### src/rtl/seg_scan_driver_pkg.sv
`default_nettype none
// ============================================================================
// Module      : seg_scan_driver_pkg
// Description : Shared scan-state encoding, anode constants and digit helpers
//               for the multiplexed 7-segment source driver.
// Revision    : 1.0 - initial release
// ============================================================================
package seg_scan_driver_pkg;

    localparam int          IDX_W     = 2;
    localparam logic [3:0]  ANODE_OFF = 4'b1111;

    typedef enum logic [0:0] {
        ST_BLANK = 1'b0,
        ST_SHOW  = 1'b1
    } scan_state_t;

    // Active-low one-cold anode pattern for a digit index
    function automatic logic [3:0] anode_on(input logic [IDX_W-1:0] idx);
        return ~(4'b0001 << idx);
    endfunction

    function automatic logic [3:0] nibble_at(input logic [15:0] word, input logic [IDX_W-1:0] idx);
        return word[{idx, 2'b00} +: 4];
    endfunction

endpackage
`default_nettype wire

### src/rtl/seg_scan_timer.sv
`default_nettype none
// ============================================================================
// Module      : seg_scan_timer
// Description : Phase tick counter with synchronous clear and terminal-count
//               compare against a limit chosen by the scan FSM.
// Revision    : 1.0 - initial release
// ============================================================================
module seg_scan_timer #(
    parameter int CNT_W = 16
) (
    input  logic             clk,
    input  logic             rst,
    input  logic             i_clr,
    input  logic [CNT_W-1:0] i_limit,
    output logic             o_tc
);

    logic [CNT_W-1:0] cnt_q;
    logic [CNT_W-1:0] cnt_d;

    always_comb begin
        cnt_d = i_clr ? '0 : cnt_q + 1'b1;
    end

    always_ff @(posedge clk or posedge rst) begin
        if (rst) begin
            cnt_q <= '0;
        end else begin
            cnt_q <= cnt_d;
        end
    end

    assign o_tc = (cnt_q == i_limit);

endmodule
`default_nettype wire

### src/rtl/seg_scan_driver.sv
`default_nettype none
// ============================================================================
// Module      : seg_scan_driver
// Description : Time-multiplexes a double-buffered 4-digit hex word onto one
//               hex-to-7-segment decoder with dead-time between digits.
// Revision    : 1.0 - initial release
// ============================================================================
module seg_scan_driver
    import seg_scan_driver_pkg::*;
#(
    parameter int DIGITS     = 4,
    parameter int SCAN_TICKS = 50000,
    parameter int DEAD_TICKS = 200,
    parameter int CNT_W      = 16
) (
    input  logic        clk,
    input  logic        rst,
    input  logic [15:0] data,
    input  logic [3:0]  points,
    input  logic [3:0]  blank,
    input  logic        load,
    output logic [3:0]  hex,
    output logic        le,
    output logic        point,
    output logic [3:0]  an,
    output logic        frame_done
);

    // Display word layout: {blank[3:0], points[3:0], data[15:0]}
    logic [23:0]      in_word;
    logic [23:0]      shadow_q, shadow_d;
    logic [23:0]      active_q, active_d;
    logic             pending_q, pending_d;
    scan_state_t      state_q, state_d;
    logic [IDX_W-1:0] idx_q, idx_d;
    logic [3:0]       an_q, an_d;
    logic [3:0]       hex_q, hex_d;
    logic             le_q, le_d;
    logic             point_q, point_d;
    logic             frame_done_q, frame_done_d;
    logic [CNT_W-1:0] cnt_limit;
    logic             tc;

    assign in_word = {blank, points, data};

    seg_scan_timer #(
        .CNT_W (CNT_W)
    ) u_timer (
        .clk     (clk),
        .rst     (rst),
        .i_clr   (tc),
        .i_limit (cnt_limit),
        .o_tc    (tc)
    );

    always_comb begin
        cnt_limit    = (state_q == ST_BLANK) ? CNT_W'(DEAD_TICKS - 1) : CNT_W'(SCAN_TICKS - 1);
        state_d      = state_q;
        idx_d        = idx_q;
        active_d     = active_q;
        shadow_d     = load ? in_word : shadow_q;
        pending_d    = pending_q | load;
        frame_done_d = 1'b0;

        if (tc) begin
            if (state_q == ST_BLANK) begin
                state_d = ST_SHOW;
            end else begin
                state_d = ST_BLANK;
                if (idx_q == IDX_W'(DIGITS - 1)) begin
                    idx_d        = '0;
                    frame_done_d = 1'b1;
                    // A load landing on the swap cycle bypasses the shadow so it is never a frame late
                    if (load) begin
                        active_d  = in_word;
                        pending_d = 1'b0;
                    end else if (pending_q) begin
                        active_d  = shadow_q;
                        pending_d = 1'b0;
                    end
                end else begin
                    idx_d = idx_q + 1'b1;
                end
            end
        end

        // Outputs are built from next-state values so the registers track the FSM exactly
        hex_d   = nibble_at(active_d[15:0], idx_d);
        point_d = active_d[16 + int'(idx_d)];
        an_d    = ANODE_OFF;
        le_d    = 1'b1;
        if (state_d == ST_SHOW) begin
            an_d = anode_on(idx_d);
            le_d = active_d[20 + int'(idx_d)];
        end
    end

    always_ff @(posedge clk or posedge rst) begin
        if (rst) begin
            state_q      <= ST_BLANK;
            idx_q        <= '0;
            shadow_q     <= '0;
            active_q     <= '0;
            pending_q    <= 1'b0;
            an_q         <= ANODE_OFF;
            hex_q        <= 4'h0;
            le_q         <= 1'b1;
            point_q      <= 1'b0;
            frame_done_q <= 1'b0;
        end else begin
            state_q      <= state_d;
            idx_q        <= idx_d;
            shadow_q     <= shadow_d;
            active_q     <= active_d;
            pending_q    <= pending_d;
            an_q         <= an_d;
            hex_q        <= hex_d;
            le_q         <= le_d;
            point_q      <= point_d;
            frame_done_q <= frame_done_d;
        end
    end

    assign an         = an_q;
    assign hex        = hex_q;
    assign le         = le_q;
    assign point      = point_q;
    assign frame_done = frame_done_q;

endmodule
`default_nettype wire
### config.mk
export PLATFORM = sky130hd
export DESIGN_NAME = seg_scan_driver
export DESIGN_NICKNAME = d
export VERILOG_FILES = /design/src/rtl/seg_scan_driver_pkg.sv /design/src/rtl/seg_scan_timer.sv /design/src/rtl/seg_scan_driver.sv
export SDC_FILE = /design/constraint.sdc
export NUM_CORES = 1
export LEC_CHECK = 0
export CAP_MARGIN = 20
export CORE_UTILIZATION = 40
export CTS_BUF_LIST = sky130_fd_sc_hd__clkbuf_16
export DETAILED_ROUTE_END_ITERATION = 7
export GPL_TIMING_DRIVEN = 0
export PLACE_DENSITY_LB_ADDON = 0.2
export SLEW_MARGIN = 0
export SYNTH_ARGS = -nofsm -noshare
export SYNTH_HDL_FRONTEND = slang
export SYNTH_HIERARCHICAL = 1
export SYNTH_SLANG_ARGS = --single-unit
### constraint.sdc
create_clock -name clk -period 4.4 [get_ports clk]
set_input_delay 0.88 -clock clk [delete_from_list [all_inputs] [get_ports clk]]
set_output_delay 0.88 -clock clk [all_outputs]
set_load 0.1 [all_outputs]
# [Word-level counts from Yosys, hierarchy flattened]
# Cells that the tools add are included.
[totals] reg_bits=79 inputBits=27 output_inout_bits=11 elab_cells=51
[op_classes] add_sub_neg=4 n_lt_le_gt_ge=2 eq_ne=2 n_shift=2 muxes=28 bitwise=2
[ops] operator="2-to-1 mux 24 bit" count=5
[ops] operator="2-to-1 mux 16 bit" count=2
[ops] operator="adder 16 x 1 -> 16 bit (second input constant)" count=1
[ops] operator="== test 16 bit" count=1
[ops] operator="indexed part select 16 x 5 -> 4 bit" count=1
[ops] operator="2-to-1 mux 1 bit" count=15
[ops] operator="adder 5 x 2 -> 6 bit (first input constant)" count=2
[ops] operator="less-than comparator 6 bit (second input constant)" count=2
[ops] operator="binary-select mux 1 bit (select 5 bit)" count=2
[ops] operator="2-to-1 mux 2 bit" count=3
[ops] operator="2-to-1 mux 4 bit" count=1
[ops] operator="inverter 4 bit" count=1
[ops] operator="<< shifter 1 x 2 -> 4 bit (first input constant)" count=1
[ops] operator="adder 2 x 1 -> 2 bit (second input constant)" count=1
[ops] operator="== test 2 bit (second input constant)" count=1
[ops] operator="OR 1 bit" count=1

# [Longest topological paths before layout]
# Gate-level depths: netlist of the first run.
[logic_depth] depth_word=9 mapped_depth=11 depth_no_buf=8

# [By module]
# Netlist of the first run, hierarchy kept.
[by_module_without_submodules] mod="seg_scan_driver" instances=1 cells_per_inst=206 area_per_inst_um2=2668.8 seq_area_each_um2=1582.8
[by_module_without_submodules] mod="seg_scan_timer" instances=1 cells_per_inst=104 area_per_inst_um2=1004.7 seq_area_each_um2=400.4

# [Least setup slack after synthesis of the first run]
# Ideal clock, no wire load.
[synth_timing] path_kind="register to register" from="reg state_q" to="reg hex_q[2] (netlist: hex[2])" setup_ps=126 t_arrival_ps=2943 t_required_ps=4274 path_slack_ps=1331 path_stages_with_launch=10 n_path_buf=1 synth_period_minus_slack_ps=3069 cell_sequence="dfrtp_1 -> buf_2 -> inv_1 -> xnor2_1 -> nand4_1 -> nor4_1 -> nand2_1 -> a32oi_1 -> inv_1 -> a221o_1"
[synth_via] elab_chain_len=4 elab_cells_between_ends=7 classes_between="1 x eq/ne; 1 x shift; 5 x mux"
[synth_rtl] item="start, declared" line="seg_scan_driver.sv:34" source="scan_state_t state_q, state_d;"
[synth_rtl] item="start signal, assigned" line="seg_scan_driver.sv:111" source="state_q <= state_d;"
[synth_rtl] item="2-to-1 mux 16 bit (*)" line="seg_scan_driver.sv:57" source="cnt_limit = (state_q == ST_BLANK) ? CNT_W'(DEAD_TICKS - 1) : CNT_W'(SCAN_TICKS - 1);"
[synth_rtl] item="via cnt_limit[7]" line="seg_scan_driver.sv:41" source="logic [CNT_W-1:0] cnt_limit;"
[synth_rtl] item="== test 16 bit (*)" line="seg_scan_timer.sv:33" source="assign o_tc = (cnt_q == i_limit);"
[synth_rtl] item="via tc" line="seg_scan_driver.sv:42" source="logic tc;"
[synth_rtl] item="2-to-1 mux 24 bit / 2-to-1 mux 2 bit (equally long branches)" line="seg_scan_driver.sv:65" source="if (tc) begin"
[synth_rtl] item="indexed part select 16 x 5 -> 4 bit (*)" line="seg_scan_driver_pkg.sv:24" source="return word[{idx, 2'b00} +: 4];"
[synth_rtl] item="via hex_d[2]" line="seg_scan_driver.sv:37" source="logic [3:0] hex_q, hex_d;"
[synth_rtl] item="end signal, assigned" line="seg_scan_driver.sv:106" source="hex_q <= 4'h0;"
[synth_rtl] item="end signal, assigned" line="seg_scan_driver.sv:117" source="hex_q <= hex_d;"
[synth_rtl] item="end, declared" line="seg_scan_driver.sv:37"
# The timed path passes the listed nets; every way through them passes the cells marked *.
# A chain may end at the register's enable or synchronous reset.

# [Worst setup path after layout of the first run]
[layout_timing] from="reg state_q" to="reg hex_q[1] (netlist: hex[1])"
# The elaborated chain is that of the path after synthesis.

==> impl_metrics.csv, run 1 <==
group,metric,value,unit
layout,diodes,0,
drt,num_vias,2483,
drt,drt_iter0_drc,73,
sta,drv_slew,0,
layout,post-route-cell-area,0.00453,mm²
layout,layout_commonest_cell,"dfrtp_1",
clock_network,cts-root-buf,"clkbuf_16",
yosys,synth.avg_cell_area,11.9,µm²
global_routing,grt_first_pass_wirelength,12900,µm
placed_design,gp_congestion,0.736,
critical_path,end_kind,"register",
yosys,synthesis.area,0.00367,mm²
pwr,vdd_drop_max,0.154,mV
yosys,synth-main-ff-cell,"dfrtp_1",
pwr,sw_frac_of_total,0.212,
pwr,leakagePower,2.06,nW
clock_network,clock_latency,330,ps
sta,fin_setup_tns,0,ps
pwr,powerDensity,345,mW/mm²
drt,drt-met1-wl,3520,µm
drt,wl_per_cell,15.6,µm
pwr,power_switching,0.000331,W
min_path,hold_path.class,"reg2reg",
clock_network,cts_resized,0,
drt,drt_pre_antenna_iters,6,
clock_network,cts.sinks,79,
layout,final_cell_mix,"74 x dfrtp_1, 37 x clkdlybuf4s50_1, 28 x mux2_2",
yosys,synth-seq-cells,79,
floorplanning,core-area,0.00881,mm²
sta,whs,475,ps
sta,rsz0062_at_grt,"no",
floorplanning,initial_core_util,0.417,
floorplanning,ios,38,
sta,max_slew_margin,0.336,
yosys,synthCells,310,
global_routing,overflow,0,
clock_network,cts_tree,"done",
drt,highest_layer,"met4",
drt,dr_wl_met3,331,µm
global_routing,grt_pass1_vias,2558,
sta,finalSetupViolations,0,
sta,worst_pin_slew,993,ps
global_routing,antenna_found_initial,0,
clock_network,htreeDepth,3,
yosys,synthDistinctLibCells,42,
floorplanning,die-area,0.00957,mm²
floorplanning,dieHeight,97.8,µm
global_routing,grt_max_degree,37,
layout,fillCellCount,800,
sta,max_clock_freq,306,MHz
pwr,internal-power,0.00123,W
sta,timing.final.crit_share,0.744,
flow_run,maxCapViolCount,0,
placed_design,placed_area,0.00424,mm²
drt,drc,9,
layout,finish.utilization,0.514,
critical_path,required,4610,ps
pwr,seq_power_share,0.482,
critical_path,critPathMaxFanout,10,
critical_path,cp.arrival,3480,ps
sta,finalHoldViolCount,0,
placed_design,io_buffers,37,
critical_path,cp-start-kind,"register",
drt,ant_nets,0,
layout,area_delta_synth_final,23.3,%
yosys,ys_seq_area_frac,0.540,
layout,drive_above_1_share,0.188,
layout,nets,398,
status,failed_checks,"DRC",
sta,finalClockSkew,7.74,ps
critical_path,criticalPathCategory,"reg2reg",
pwr,p_comb_frac,0.058,
sta,period_needed,3270,ps
drt,dr_wl_met2,3520,µm
floorplanning,fp-row-count,34,
yosys,yosysWarningCount,6,
yosys,ys_async_sr_fraction,1.00,
placed_design,hpwl,5250,µm
clock_network,cts_setup_buffers,0,
floorplanning,die_x,97.8,µm
global_routing,gr-usage-all-layers,0.173,
status,status,"complete, but fails checks",
clock_network,clock_path_buffers,2,
clock_network,hold_buffers,0,
yosys,synth_edf_count,0,
drt,wl,7500,µm
pwr,pwr-share-clk,0.459,
clock_network,cts_made_buffers,9,
drt,routed_via_density,5.16,
clock_network,clk_pin_slew_worst_paths,60,ps
## metrics by stage
stage,total power [W],std cells,worst slack (ps)
2_1_floorplan,0.000817,318,1330
3_3_place_gp,0.000856,463,617
3_5_place_dp,0.000860,465,1110
4_1_cts,0.00159,481,1090
5_1_grt,0.00162,481,805
6_report,0.00156,481,1130
## kinds of logic (layout without fill, tap and decap cells)
family          after synthesis  in the layout  synth area share
flops                        79             79             0.540
simple gates                 70             70             0.111
compound gates               60             60             0.126
buf+inv                      41             96            0.0576
mux                          35             35             0.106
xor+xnor                     20             20            0.0477
fa+ha+maj                     3              3            0.0102
other cells                   2             10           0.00204
## worst max-delay path, cell delays in order (launching register included)
cell             delay [ps]
dfrtp_1                 500
buf_2                   260
inv_1                    80
xnor2_1                 130
nand4_1                 110
nor4_1                  510
clkdlybuf4s18_2         360
o2111ai_4               270
buf_6                   250
a32oi_1                 220
o22ai_1                 130
a221o_1                 320
## layout make-up
cell class	instances	area, µm²	area share
Buffer	16	118	0.0260
Clock buffer	9	225	0.0497
Clock inverter	7	66.3	0.0146
Inverter	25	93.8	0.0207
Multi-Input combinational cell	198	1510	0.333
Sequential cell	79	1980	0.438
Tap cell	108	135	0.0298
Timing Repair Buffer	39	400	0.0884
## Yosys cell counts (6+ instances only)
cell | instances | area, µm²
a21o_1 | 14 | 105
a21oi_1 | 8 | 40.0
a32oi_1 | 9 | 78.8
dfrtp_1 | 74 | 1850
inv_1 | 25 | 93.8
mux2_2 | 28 | 315
mux2i_1 | 6 | 60.1
nand2_1 | 14 | 52.6
nand2b_1 | 6 | 37.5
nand4_1 | 7 | 43.8
nor2_1 | 15 | 56.3
o21ai_0 | 8 | 40.0
xnor2_1 | 17 | 149
## power by group through the flow
stage	Sequential, W	Clock, W	Combinational [W]
floorplan	0.000765	0	0.0000524
global placement	0.000766	0	0.0000899
detailed placement	0.000767	0	0.0000936
CTS	0.000754	0.000740	0.0000939
global route	0.000756	0.000767	0.000102
finish	0.000753	0.000718	0.0000914
## metal layers
metal,vias up,global-route usage
li1,1205,-
met1,1214,0.234
met2,50,0.272
met3,14,0.0351
met4,0,0.0723
met5,-,0
## worst paths after layout
| path | to | startpoint | depth (start not counted) | slack [ps] |
|---|---|---|---|---|
| worst min register to register | shadow_q[5] | shadow_q[5] | 2 | 470 |
| worst max register to register | hex[1] | state_q | 11 | 1130 |
| worst min-delay path | shadow_q[5] | shadow_q[5] | 2 | 470 |
| min in group asynchronous | shadow_q[2] | rst | 2 | 970 |
| worst max-delay path | hex[1] | state_q | 11 | 1130 |
| max in group asynchronous | an[1] | rst | 3 | 2770 |
## state kept, by name (all words and copies together), names as in the netlist
register and cells:
an 4, shadow_q 24, hex 4, active_q 24, state_q 1, pending_q 1
u_timer/cnt_q 16, le 1, frame_done 1, point 1, idx_q 2
(Power assumes the default switching activity.)
==> inputs of run 2 (changes only) <==
==> constraint.sdc (replaced) <==
create_clock -name clk -period 3.4 [get_ports clk]
set_input_delay 0.68 -clock clk [delete_from_list [all_inputs] [get_ports clk]]
set_output_delay 0.68 -clock clk [all_outputs]
set_load 0.1 [all_outputs]
==> impl_metrics.csv, run 2 (synthesis gave the netlist of run 1 again) <==
group,metric,value,unit
sta,drv_slew,0,
floorplanning,core-area,0.00881,mm²
clock_network,cts-root-buf,"clkbuf_16",
global_routing,grt_max_degree,37,
clock_network,clk_pin_slew_worst_paths,60,ps
critical_path,required,3610,ps
layout,final_cell_mix,"74 x dfrtp_1, 37 x clkdlybuf4s50_1, 28 x mux2_2",
floorplanning,die-area,0.00957,mm²
drt,drt_iter0_drc,72,
global_routing,grt_first_pass_wirelength,12900,µm
layout,reg_top3,"active_q (24), shadow_q (24), u_timer/cnt_q (16)",
drt,ant_nets,0,
drt,drc,10,
critical_path,critPathMaxFanout,10,
pwr,p_comb_frac,0.059,
clock_network,clock_latency,330,ps
global_routing,gr-usage-all-layers,0.173,
sta,max_slew_margin,0.336,
drt,wl_per_cell,15.6,µm
pwr,pwr-share-clk,0.459,
critical_path,r2r-start,"state_q",
placed_design,gp_congestion,0.736,
drt,drt_pre_antenna_iters,6,
pwr,internal-power,0.00159,W
pwr,vdd_drop_max,0.198,mV
pwr,power_switching,0.000427,W
floorplanning,dieHeight,97.8,µm
clock_network,cts.sinks,79,
pwr,sw_frac_of_total,0.211,
sta,max_clock_freq,318,MHz
critical_path,end_kind,"register",
critical_path,r2r-end,"hex[1]",
clock_network,clock_path_buffers,2,
sta,worst_slack,260,ps
layout,layout_commonest_cell,"dfrtp_1",
sta,period_needed,3140,ps
floorplanning,initial_core_util,0.417,
min_path,hold_path.class,"reg2reg",
global_routing,antenna_found_initial,0,
critical_path,cp-start-kind,"register",
clock_network,cts_tree,"done",
pwr,powerDensity,445,mW/mm²
min_path,hp-start,"shadow_q[5]",
floorplanning,ios,38,
status,status,"complete, but fails checks",
layout,drive_above_1_share,0.190,
clock_network,hold_buffers,0,
pwr,leakagePower,2.07,nW
global_routing,grt_pass1_vias,2558,
sta,finalSetupViolations,0,
placed_design,hpwl,5250,µm
sta,worst_pin_slew,993,ps
sta,fin_setup_tns,0,ps
floorplanning,fp-row-count,34,
drt,wl,7520,µm
sta,finalHoldViolCount,0,
layout,area_delta_synth_final,23.7,%
critical_path,startpoint,"state_q",
critical_path,reg2regPathDepth,11,
placed_design,io_buffers,37,
layout,fillCellCount,802,
critical_path,rrSetupSlack,260,ps
layout,nets,398,
drt,num_vias,2462,
drt,routed_via_density,5.12,
critical_path,cp.arrival,3340,ps
clock_network,htreeDepth,3,
critical_path,criticalPathCategory,"reg2reg",
floorplanning,die_x,97.8,µm
sta,timing.final.crit_share,0.923,
global_routing,overflow,0,
flow_run,maxCapViolCount,0,
status,failed_checks,"DRC",
placed_design,pre_cts_slack,113,ps
critical_path,crit_path_end,"hex[1]",
clock_network,cts_made_buffers,9,
pwr,seq_power_share,0.482,
sta,finalClockSkew,8.29,ps
layout,diodes,0,
## run 2: power groups by stage
stage | registers [W] | clock network, W | logic (W)
2_1_floorplan | 0.000990 | 0 | 0.0000678
3_3_place_gp | 0.000991 | 0 | 0.000116
3_5_place_dp | 0.000992 | 0 | 0.000121
4_1_cts | 0.000975 | 0.000958 | 0.000122
5_1_grt | 0.000978 | 0.000992 | 0.000133
6_report | 0.000975 | 0.000927 | 0.000119
## run 2: routing by layer
| metal | up-vias | track usage | routed length [µm] |
|---|---|---|---|
| met5 | - | 0 | 0 |
| met4 | 0 | 0.0723 | 128 |
| met3 | 14 | 0.0351 | 288 |
| met2 | 42 | 0.272 | 3540 |
| met1 | 1201 | 0.234 | 3560 |
| li1 | 1205 | - | - |
## run 2: how the worst min path moves through the flow
stage                   endpoint  cells past startpoint
floorplan           active_q[15]                      2
detailed placement   active_q[6]                      2
CTS                  active_q[6]                      2
global route        active_q[13]                      2
finish               shadow_q[5]                      2
global placement     active_q[9]                      2
## run 2: cell type report
| type | count | area (µm²) | area share |
|---|---|---|---|
| plain buffers | 16 | 118 | 0.0259 |
| clock buffers | 9 | 225 | 0.0495 |
| clock inverters | 7 | 66.3 | 0.0146 |
| inverters | 25 | 93.8 | 0.0206 |
| multi-input cells | 198 | 1520 | 0.335 |
| flip-flops and latches | 79 | 1980 | 0.436 |
| well taps | 108 | 135 | 0.0297 |
| repair buffers | 39 | 400 | 0.0881 |
## run 2: critical path, cell delays in order (launching register included)
cell,delay [ps]
dfrtp_1,500
buf_2,260
inv_1,80
xnor2_1,130
nand4_1,170
nor4_4,350
clkdlybuf4s18_2,330
o2111ai_4,270
buf_6,250
a32oi_1,220
o22ai_1,130
a221o_1,320
## run 2: stage by stage
step	std cells	hold WS, ps	util	cell area (µm²)	total power (W)
2_1_floorplan	318	432	-	3700	0.00106
3_3_place_gp	463	451	0.478	4210	0.00111
3_5_place_dp	465	463	0.481	4240	0.00111
4_1_cts	481	478	0.514	4530	0.00205
5_1_grt	481	489	0.516	4550	0.00210
6_report	481	475	0.516	4550	0.00202
## run 2: repair_timing
action / CTS / global route
gates resized for setup: 0 / 2
setup endpoints to repair: 0 / 5
buffers inserted: 0 / 0
